<file path="src/rtl/psum_collector.sv">
// psum_collector: collects the PE-array accumulator stream (Q) for one output
// feature map and turns it into row-major memory writes.
//
// Flow: start (in IDLE) arms a latency countdown that covers the PE pipeline.
// Then every en=1 cycle is one column slot. Columns 0..OUT_W-1 are real output
// pixels. Columns OUT_W..ROW_PERIOD-1 are skew gaps and are dropped. After the
// last pixel, done pulses for one cycle.
//
// Ports:
//   sys_clk  in   sole clock, rising edge
//   rst      in   synchronous active-high reset
//   start    in   frame start pulse, honoured only in IDLE
//   en       in   stream enable; low freezes all state
//   Q        in   signed Q3.6 accumulator sample
//   wr_en    out  output-memory write strobe (registered)
//   wr_addr  out  row-major pixel address of the write
//   wr_data  out  pixel value
//   busy     out  high whenever not IDLE
//   done     out  one-cycle end-of-frame pulse
//
// Build option: define PSUM_RELU_EN to clamp negative samples to zero (ReLU).

module psum_collector #(
    parameter int IMG_WIDTH   = 10,
    parameter int KERNEL_SIZE = 3,
    parameter int START_LAT   = 6,
    localparam int OUT_W      = IMG_WIDTH - KERNEL_SIZE + 1,
    localparam int ROW_PERIOD = IMG_WIDTH + KERNEL_SIZE - 1,
    localparam int OUT_PIX    = OUT_W * OUT_W,
    localparam int AW         = (OUT_PIX > 1) ? $clog2(OUT_PIX) : 1
) (
    input  logic          sys_clk,
    input  logic          rst,
    input  logic          start,
    input  logic          en,
    input  logic [9:0]    Q,
    output logic          wr_en,
    output logic [AW-1:0] wr_addr,
    output logic [9:0]    wr_data,
    output logic          busy,
    output logic          done
);

    localparam int CW = (ROW_PERIOD > 1) ? $clog2(ROW_PERIOD) : 1;
    localparam int RW = (OUT_W > 1) ? $clog2(OUT_W) : 1;
    localparam int LW = $clog2(START_LAT) + 1;

    typedef enum logic [1:0] {ST_IDLE, ST_WAIT, ST_CAPTURE, ST_DONE} state_t;

    state_t        r_state, w_state_d;
    logic [LW-1:0] r_lat, w_lat_d;
    logic [CW-1:0] r_col, w_col_d;
    logic [RW-1:0] r_row, w_row_d;
    logic [AW-1:0] r_addr, w_addr_d;
    logic          r_wr_en;
    logic [AW-1:0] r_wr_addr;
    logic [9:0]    r_wr_data;

    logic          w_sample;
    logic          w_last;
    logic [9:0]    w_act;

`ifdef PSUM_RELU_EN
    assign w_act = Q[9] ? 10'd0 : Q;
`else
    assign w_act = Q;
`endif

    assign w_sample = (r_state == ST_CAPTURE) && en && (r_col < CW'(OUT_W));
    assign w_last   = w_sample && (r_row == RW'(OUT_W - 1)) && (r_col == CW'(OUT_W - 1));

    always_comb begin
        w_state_d = r_state;
        w_lat_d   = r_lat;
        w_col_d   = r_col;
        w_row_d   = r_row;
        w_addr_d  = r_addr;
        unique case (r_state)
            ST_IDLE: begin
                if (start) begin
                    w_lat_d   = LW'(START_LAT - 1);
                    w_col_d   = '0;
                    w_row_d   = '0;
                    w_addr_d  = '0;
                    w_state_d = (START_LAT <= 1) ? ST_CAPTURE : ST_WAIT;
                end
            end
            ST_WAIT: begin
                // Leave on the en cycle that drains the count, so the first
                // sample is taken START_LAT cycles after start.
                if (en) begin
                    if (r_lat != '0) w_lat_d = r_lat - LW'(1);
                    if (r_lat <= LW'(1)) w_state_d = ST_CAPTURE;
                end
            end
            ST_CAPTURE: begin
                if (en) begin
                    if (w_last) begin
                        w_state_d = ST_DONE;
                    end else if (r_col == CW'(ROW_PERIOD - 1)) begin
                        w_col_d = '0;
                        w_row_d = r_row + RW'(1);
                    end else begin
                        w_col_d = r_col + CW'(1);
                    end
                    // Keep the address pointer at OUT_PIX-1 after the last write.
                    if (w_sample && !w_last) w_addr_d = r_addr + AW'(1);
                end
            end
            ST_DONE: begin
                // First DONE cycle carries the last write; done follows it.
                if (!r_wr_en) w_state_d = ST_IDLE;
            end
            default: w_state_d = ST_IDLE;
        endcase
    end

    always_ff @(posedge sys_clk) begin
        if (rst) begin
            r_state   <= ST_IDLE;
            r_lat     <= '0;
            r_col     <= '0;
            r_row     <= '0;
            r_addr    <= '0;
            r_wr_en   <= 1'b0;
            r_wr_addr <= '0;
            r_wr_data <= '0;
        end else begin
            r_state <= w_state_d;
            r_lat   <= w_lat_d;
            r_col   <= w_col_d;
            r_row   <= w_row_d;
            r_addr  <= w_addr_d;
            r_wr_en <= w_sample;
            if (w_sample) begin
                r_wr_addr <= r_addr;
                r_wr_data <= w_act;
            end
        end
    end

    assign wr_en   = r_wr_en;
    assign wr_addr = r_wr_addr;
    assign wr_data = r_wr_data;
    assign busy    = (r_state != ST_IDLE);
    assign done    = (r_state == ST_DONE) && !r_wr_en;

endmodule
</file>
<file path="config.mk">
export PLATFORM = sky130hd
export DESIGN_NAME = psum_collector
export DESIGN_NICKNAME = d
export VERILOG_FILES = /design/src/rtl/psum_collector.sv
export SDC_FILE = /design/constraint.sdc
export NUM_CORES = 1
export LEC_CHECK = 0
export ABC_AREA = 0
export BUFFER_PORTS_ARGS = -buffer_cell sky130_fd_sc_hd__buf_2
export CAP_MARGIN = 0
export CORE_ASPECT_RATIO = 0.9
export CORE_MARGIN = 4
export CORE_UTILIZATION = 35
export DETAILED_ROUTE_END_ITERATION = 6
export PLACE_DENSITY_LB_ADDON = 0.2
export RECOVER_POWER = 50
export SLEW_MARGIN = 20
export SYNTH_ARGS = -nofsm -noshare
export SYNTH_HDL_FRONTEND = slang
export SYNTH_SLANG_ARGS = --single-unit
</file>
<file path="constraint.sdc">
create_clock -name sys_clk -period 4.75 [get_ports sys_clk]
set_input_delay 0 -clock sys_clk [delete_from_list [all_inputs] [get_ports sys_clk]]
set_output_delay 0 -clock sys_clk [all_outputs]
set_load 0.005 [all_outputs]
</file>
Word level (Yosys, flattened, before mapping)
Cells that the tools add are included.
{"block": "classes", "n_lt_le_gt_ge": 2, "muxes": 25, "n_addsub": 4, "n_reduce_logical": 18, "n_eq_ne": 16}
{"cell": "4-bit two-way mux", "count": 7}
{"cell": "6-bit two-way mux", "count": 3}
{"cell": "2-bit inequality test, second input constant", "count": 8}
{"cell": "4-bit case mux with 2 select lines", "count": 2}
{"cell": "2-bit two-way mux", "count": 6}
{"cell": "3-bit two-way mux", "count": 4}
{"cell": "6-bit case mux with 2 select lines", "count": 1}
{"cell": "4-bit AND reduction", "count": 3}
{"cell": "2-bit case mux with 4 select lines", "count": 1}
{"cell": "6-bit by 1-bit adder with 6-bit output, second input constant", "count": 1}
{"cell": "1-bit logical AND", "count": 6}
{"cell": "3-bit case mux with 2 select lines", "count": 1}
{"cell": "6-bit AND reduction", "count": 1}
{"cell": "2-bit nonzero test", "count": 3}
{"cell": "5-bit AND reduction", "count": 1}
{"cell": "4-bit by 1-bit adder with 4-bit output, second input constant", "count": 1}
{"cell": "2-bit equality test, second input constant", "count": 2}
{"cell": "4-bit by 3-bit equality test with 1-bit output, second input constant", "count": 1}
{"cell": "4-bit equality test, second input constant", "count": 1}
{"cell": "4-bit by 1-bit less-or-equal comparator with 1-bit output, second input constant", "count": 1}
{"cell": "4-bit less-than comparator, second input constant", "count": 1}
{"cell": "2-bit by 1-bit inequality test with 1-bit output, second input constant", "count": 2}
{"cell": "4-bit nonzero test", "count": 1}
{"cell": "4-bit by 1-bit subtractor with 4-bit output, second input constant", "count": 1}
{"cell": "5 further kinds", "count": 6}
{"block": "word_totals", "regBits": 36, "output_inout_bits": 19, "input_bits": 14, "elab_cells": 73}

Longest topological paths before layout
{"block": "logic_depth", "depth_word": 10, "depth_mapped": 9, "depth_no_buf": 6}

Worst setup path after synthesis
Ideal clock, no wire load.
{"block": "synth_path", "path_type": "reg-to-reg", "startpoint": "register r_state[0]", "endpoint": "register r_row[0]", "slack_ns": 2.997, "required_time_ns": 4.680, "setup_ns": 0.070, "path_stages_with_launch": 9, "path_buffers": 2, "synth_period_minus_slack_ns": 1.753, "arrival_ns": 1.683, "cell_sequence": "dfxtp_1 -> inv_1 -> ha_1 -> buf_4 -> nand3b_4 -> nor2_2 -> buf_6 -> or4_1 -> a21oi_1"}
{"block": "synth_between", "elab_chain_len": 7, "elab_cells_between_ends": 13, "cone_classes": "eq/ne (5); mux (1); reduce/logical (7)"}
{"item": "start, declared", "line": "50", "source": "state_t r_state, w_state_d;"}
{"item": "start signal, assigned", "line": "129", "source": "r_state <= w_state_d;"}
{"item": "2-bit equality test", "line": "69, 78"}
{"item": "1-bit logical AND (2 in series)", "line": "69", "source": "assign w_sample = (r_state == ST_CAPTURE) && en && (r_col < CW'(OUT_W));"}
{"item": "1-bit logical AND (2 in series)", "line": "70", "source": "assign w_last = w_sample && (r_row == RW'(OUT_W - 1)) && (r_col == CW'(OUT_W - 1));"}
{"item": "2-bit inequality test (no line)"}
{"item": "5-bit AND reduction (no line)"}
{"item": "end signal, assigned", "line": "132", "source": "r_row <= w_row_d;"}
{"item": "end, declared", "line": "53", "source": "logic [RW-1:0] r_row, w_row_d;"}
Several ways; a longest one is shown, not always the timed one.
A chain may end at the register's enable or synchronous reset.

Worst setup path in the final report
{"block": "layout_path", "startpoint": "register r_state[0]", "endpoint": "register r_state[0]"}
{"block": "layout_between", "elab_chain_len": 7, "elab_cells_between_ends": 16, "cone_classes": "eq/ne (9); mux (1); reduce/logical (6)"}
{"item": "2-bit equality test", "line": "69, 78"}
{"item": "1-bit logical AND (2 in series)", "line": "69"}
{"item": "1-bit logical AND (2 in series)", "line": "70"}
{"item": "2-bit inequality test (no line)"}
{"item": "6-bit AND reduction (no line)"}
Several ways; a longest one is shown, not always the timed one.

==> results.toml <==
[power]
p_leak_nw = 0.781
peakVddDrop_v = 0.000149
powerDensity_mw_per_mm2 = 463

[drt]
route.detailed.drc = 0
first_pass_iters = 4
via_count = 1572
vias_per_cell = 5.01
drtIter0Drc = 72
routedWlPerCell_um = 12.5
wl_um = 3920
ant_nets = 0

[synth]
synth-edff-count = 0
synth_flop_cell = "dfxtp_1"
ys_top_cells_by_area = "dfxtp_1 40%, nand2_1 8.4%, ha_1 7.7%"
syn_area_per_cell_um2 = 8.40
synth_compound_area_share_pct = 18.1
synth_top_area_share_pct = 40.4
synthCells = 212
yosys.area_share.simple_pct = 26.4
synthAdderAreaFrac_pct = 7.72
synthXorXnorAreaFrac_pct = 0.983
synth_area_mm2 = 0.00178
synthArstFlopShare_pct = 0
synth_top_cell_by_area = "dfxtp_1"
ys_seq_elements = 36
yosysSeqAreaShare_pct = 40.4
yosysMostFrequentCell = "nand2_1"
syn_nets = 237
synthMuxAreaShare_pct = 1.12
synth_warnings = 0
synth_cell_types = 42
synth_top_family_by_area = "simple AND/OR/NAND/NOR gates"
synthTopCellsByCount = "40 x nand2_1, 36 x dfxtp_1, 26 x a21oi_1"

[setup_path]
reg2reg_slack_ns = 1.85
crit_buf_inv = 1
cpPeakStageDelay_ns = 0.71
setup.worst_path.class = "reg -> reg"
rr_endpoint = "r_state[0]"
path_cells = "inv_1 -> ha_1 -> nand3b_1 -> or2_1 -> a221o_1 -> a211oi_1"
ff2ff_path_depth = 6
cpLargestDelayFamily = "simple AND/OR/NAND/NOR gates"
critical_path_peak_fanout = 19
critPathLaunchType = "register"
reg2reg_from = "r_state[0]"
end_kind = "register"
cp.arrival_ns = 3.10
slowest_stage = "nand3b_1"
critPathRequiredTime_ns = 4.95

[sta]
timing.final.crit_share_pct = 61.1
slew_headroom_pct = 48.8
finalSetupViolCount = 0
fmax_ghz = 0.345
worst_pin_slew_ns = 0.765
rsz0062_at_grt = "no"
tns_ns = 0
slew_viol_final = 0
finalHoldViolCount = 0
finalClockSkew_ns = 0.00609
post-route-min-period_ns = 2.90

[worst_hold_path]
hold_end = "r_lat[2]"
worst_hold_startpoint = "start"
whs_path_depth = 3
hold_class = "in -> reg"

[grt]
grtUsageTotal_pct = 13.5
grt_pass1_vias = 1458
grt_pass1_wl_um = 6830
antenna_found_initial = 0
grt_max_degree = 38
grt.overflow.total = 0

[cells_and_area]
syn2layout_area_growth_pct = 19.7
antenna_cells = 0
fin_cells = 314
drive_gt1_share_pct = 11.6
nets = 273

[floorplan]
num_io_pins = 33
num_rows = 24
initial_core_util_pct = 36.4
core-area_mm2 = 0.00489
die_y_um = 75.7
die_x_um = 83.2
dieArea_mm2 = 0.00630

[clocking]
ctsResizeCount = 0
cts_hold_buf = 10
path_clk_slew_ns = 0.07
cts_sinks = 36
cts_tree = "built"
post_cts_buffers = 0
clk_latency_ns = 0.29
cts.path.max_buffers = 2
cts-root-buf = "clkbuf_8"
h-tree-depth = 2
numCtsBuffers = 5

[placement]
portBuffers = 32
dp.cells = 296
dp_hpwl_um = 2630
gp_congestion = 0.819

[flow_run]
drv_cap = 0

[run_status]
status = "complete, no violations"
per-stage QoR:
| stage | util (%) | setup WS [ns] | hold WS [ns] | total power [mW] | cell area (um2) |
|---|---|---|---|---|---|
| finish | 43.6 | 1.85 | 0.0520 | 0.987 | 2130 |
| global route | 43.6 | 1.52 | 0.0590 | 1.07 | 2130 |
| CTS | 44.2 | 2.14 | 0.0398 | 1.01 | 2160 |
| detailed placement | 40.0 | 2.14 | 0.247 | 0.734 | 1960 |
| global placement | 40.0 | 2.24 | 0.242 | 0.734 | 1960 |
| floorplan | - | 3.00 | 0.136 | 0.655 | 1780 |
where the power goes:
part | switching, mW | leakage, nW | internal (mW)
logic | 0.233 | 0.435 | 0.137
registers | 0.0222 | 0.291 | 0.331
clock network | 0.108 | 0.0552 | 0.156
worst max-delay path by stage:
stage	startpoint	endpoint	slack [ns]	cells past startpoint
floorplan	r_state[0]	r_row[0]	3.00	8
global placement	r_state[0]	r_addr[2]	2.24	6
detailed placement	r_state[0]	r_addr[5]	2.14	6
CTS	r_state[0]	r_addr[5]	2.14	6
global route	r_state[0]	r_col[0]	1.52	6
finish	r_state[0]	r_state[0]	1.85	6
sequential cells by signal (all words and copies together), names as in the netlist:
| name | flops |
|---|---|
| r_addr | 6 |
| r_state | 2 |
| wr_addr | 6 |
| r_col | 4 |
| wr_en | 1 |
| r_row | 3 |
| r_lat | 4 |
| wr_data | 10 |
kinds of logic after synthesis:
| kind of cell | after synthesis |
|---|---|
| multiplexers | 2 |
| XOR/XNOR | 2 |
| AND/OR/NAND/NOR | 90 |
| flip-flops | 36 |
| adder cells (fa/ha/maj) | 11 |
| buffers and inverters | 20 |
| AO/OA/AOI/OAI | 51 |
area by class of cell:
class / instances / area [um2]
Fill cell: 488 / 2760
Timing Repair Buffer: 42 / 241
Sequential cell: 36 / 721
Multi-Input combinational cell: 156 / 956
Inverter: 7 / 26.3
Tap cell: 65 / 81.3
Clock buffer: 6 / 72.6
Clock inverter: 2 / 35.0
cells in the final DEF (no fill, tap or decap), drive strengths merged, types with 4 or more instances in the layout:
master       Yosys  layout
o31ai            4       4
and3             4       4
nand2           40      40
o21ai            5       5
a21oi           26      26
clkbuf           7      22
or4              4       4
dfxtp           36      36
nand2b           8       8
nand3            4       4
a31oi            5       5
nand3b           5       5
nor3             6       6
nor2             6       6
ha              11      11
buf              6      16
dlygate4sd3      0      10
inv              7       7
per-layer routing:
layer	track usage, %	routed length [um]	vias up
met5	0	0	-
li1	-	-	820
met2	19.8	1690	40
met1	18.9	1920	705
met4	4.90	63	0
met3	3.89	243	7
worst min-delay path: cells and delay by family:
family                 cells  cell delay, ns
buffers and inverters      1            0.12
AO/OA/AOI/OAI              1            0.06
AND/OR/NAND/NOR            1            0.11
(Power assumes the default switching activity.)
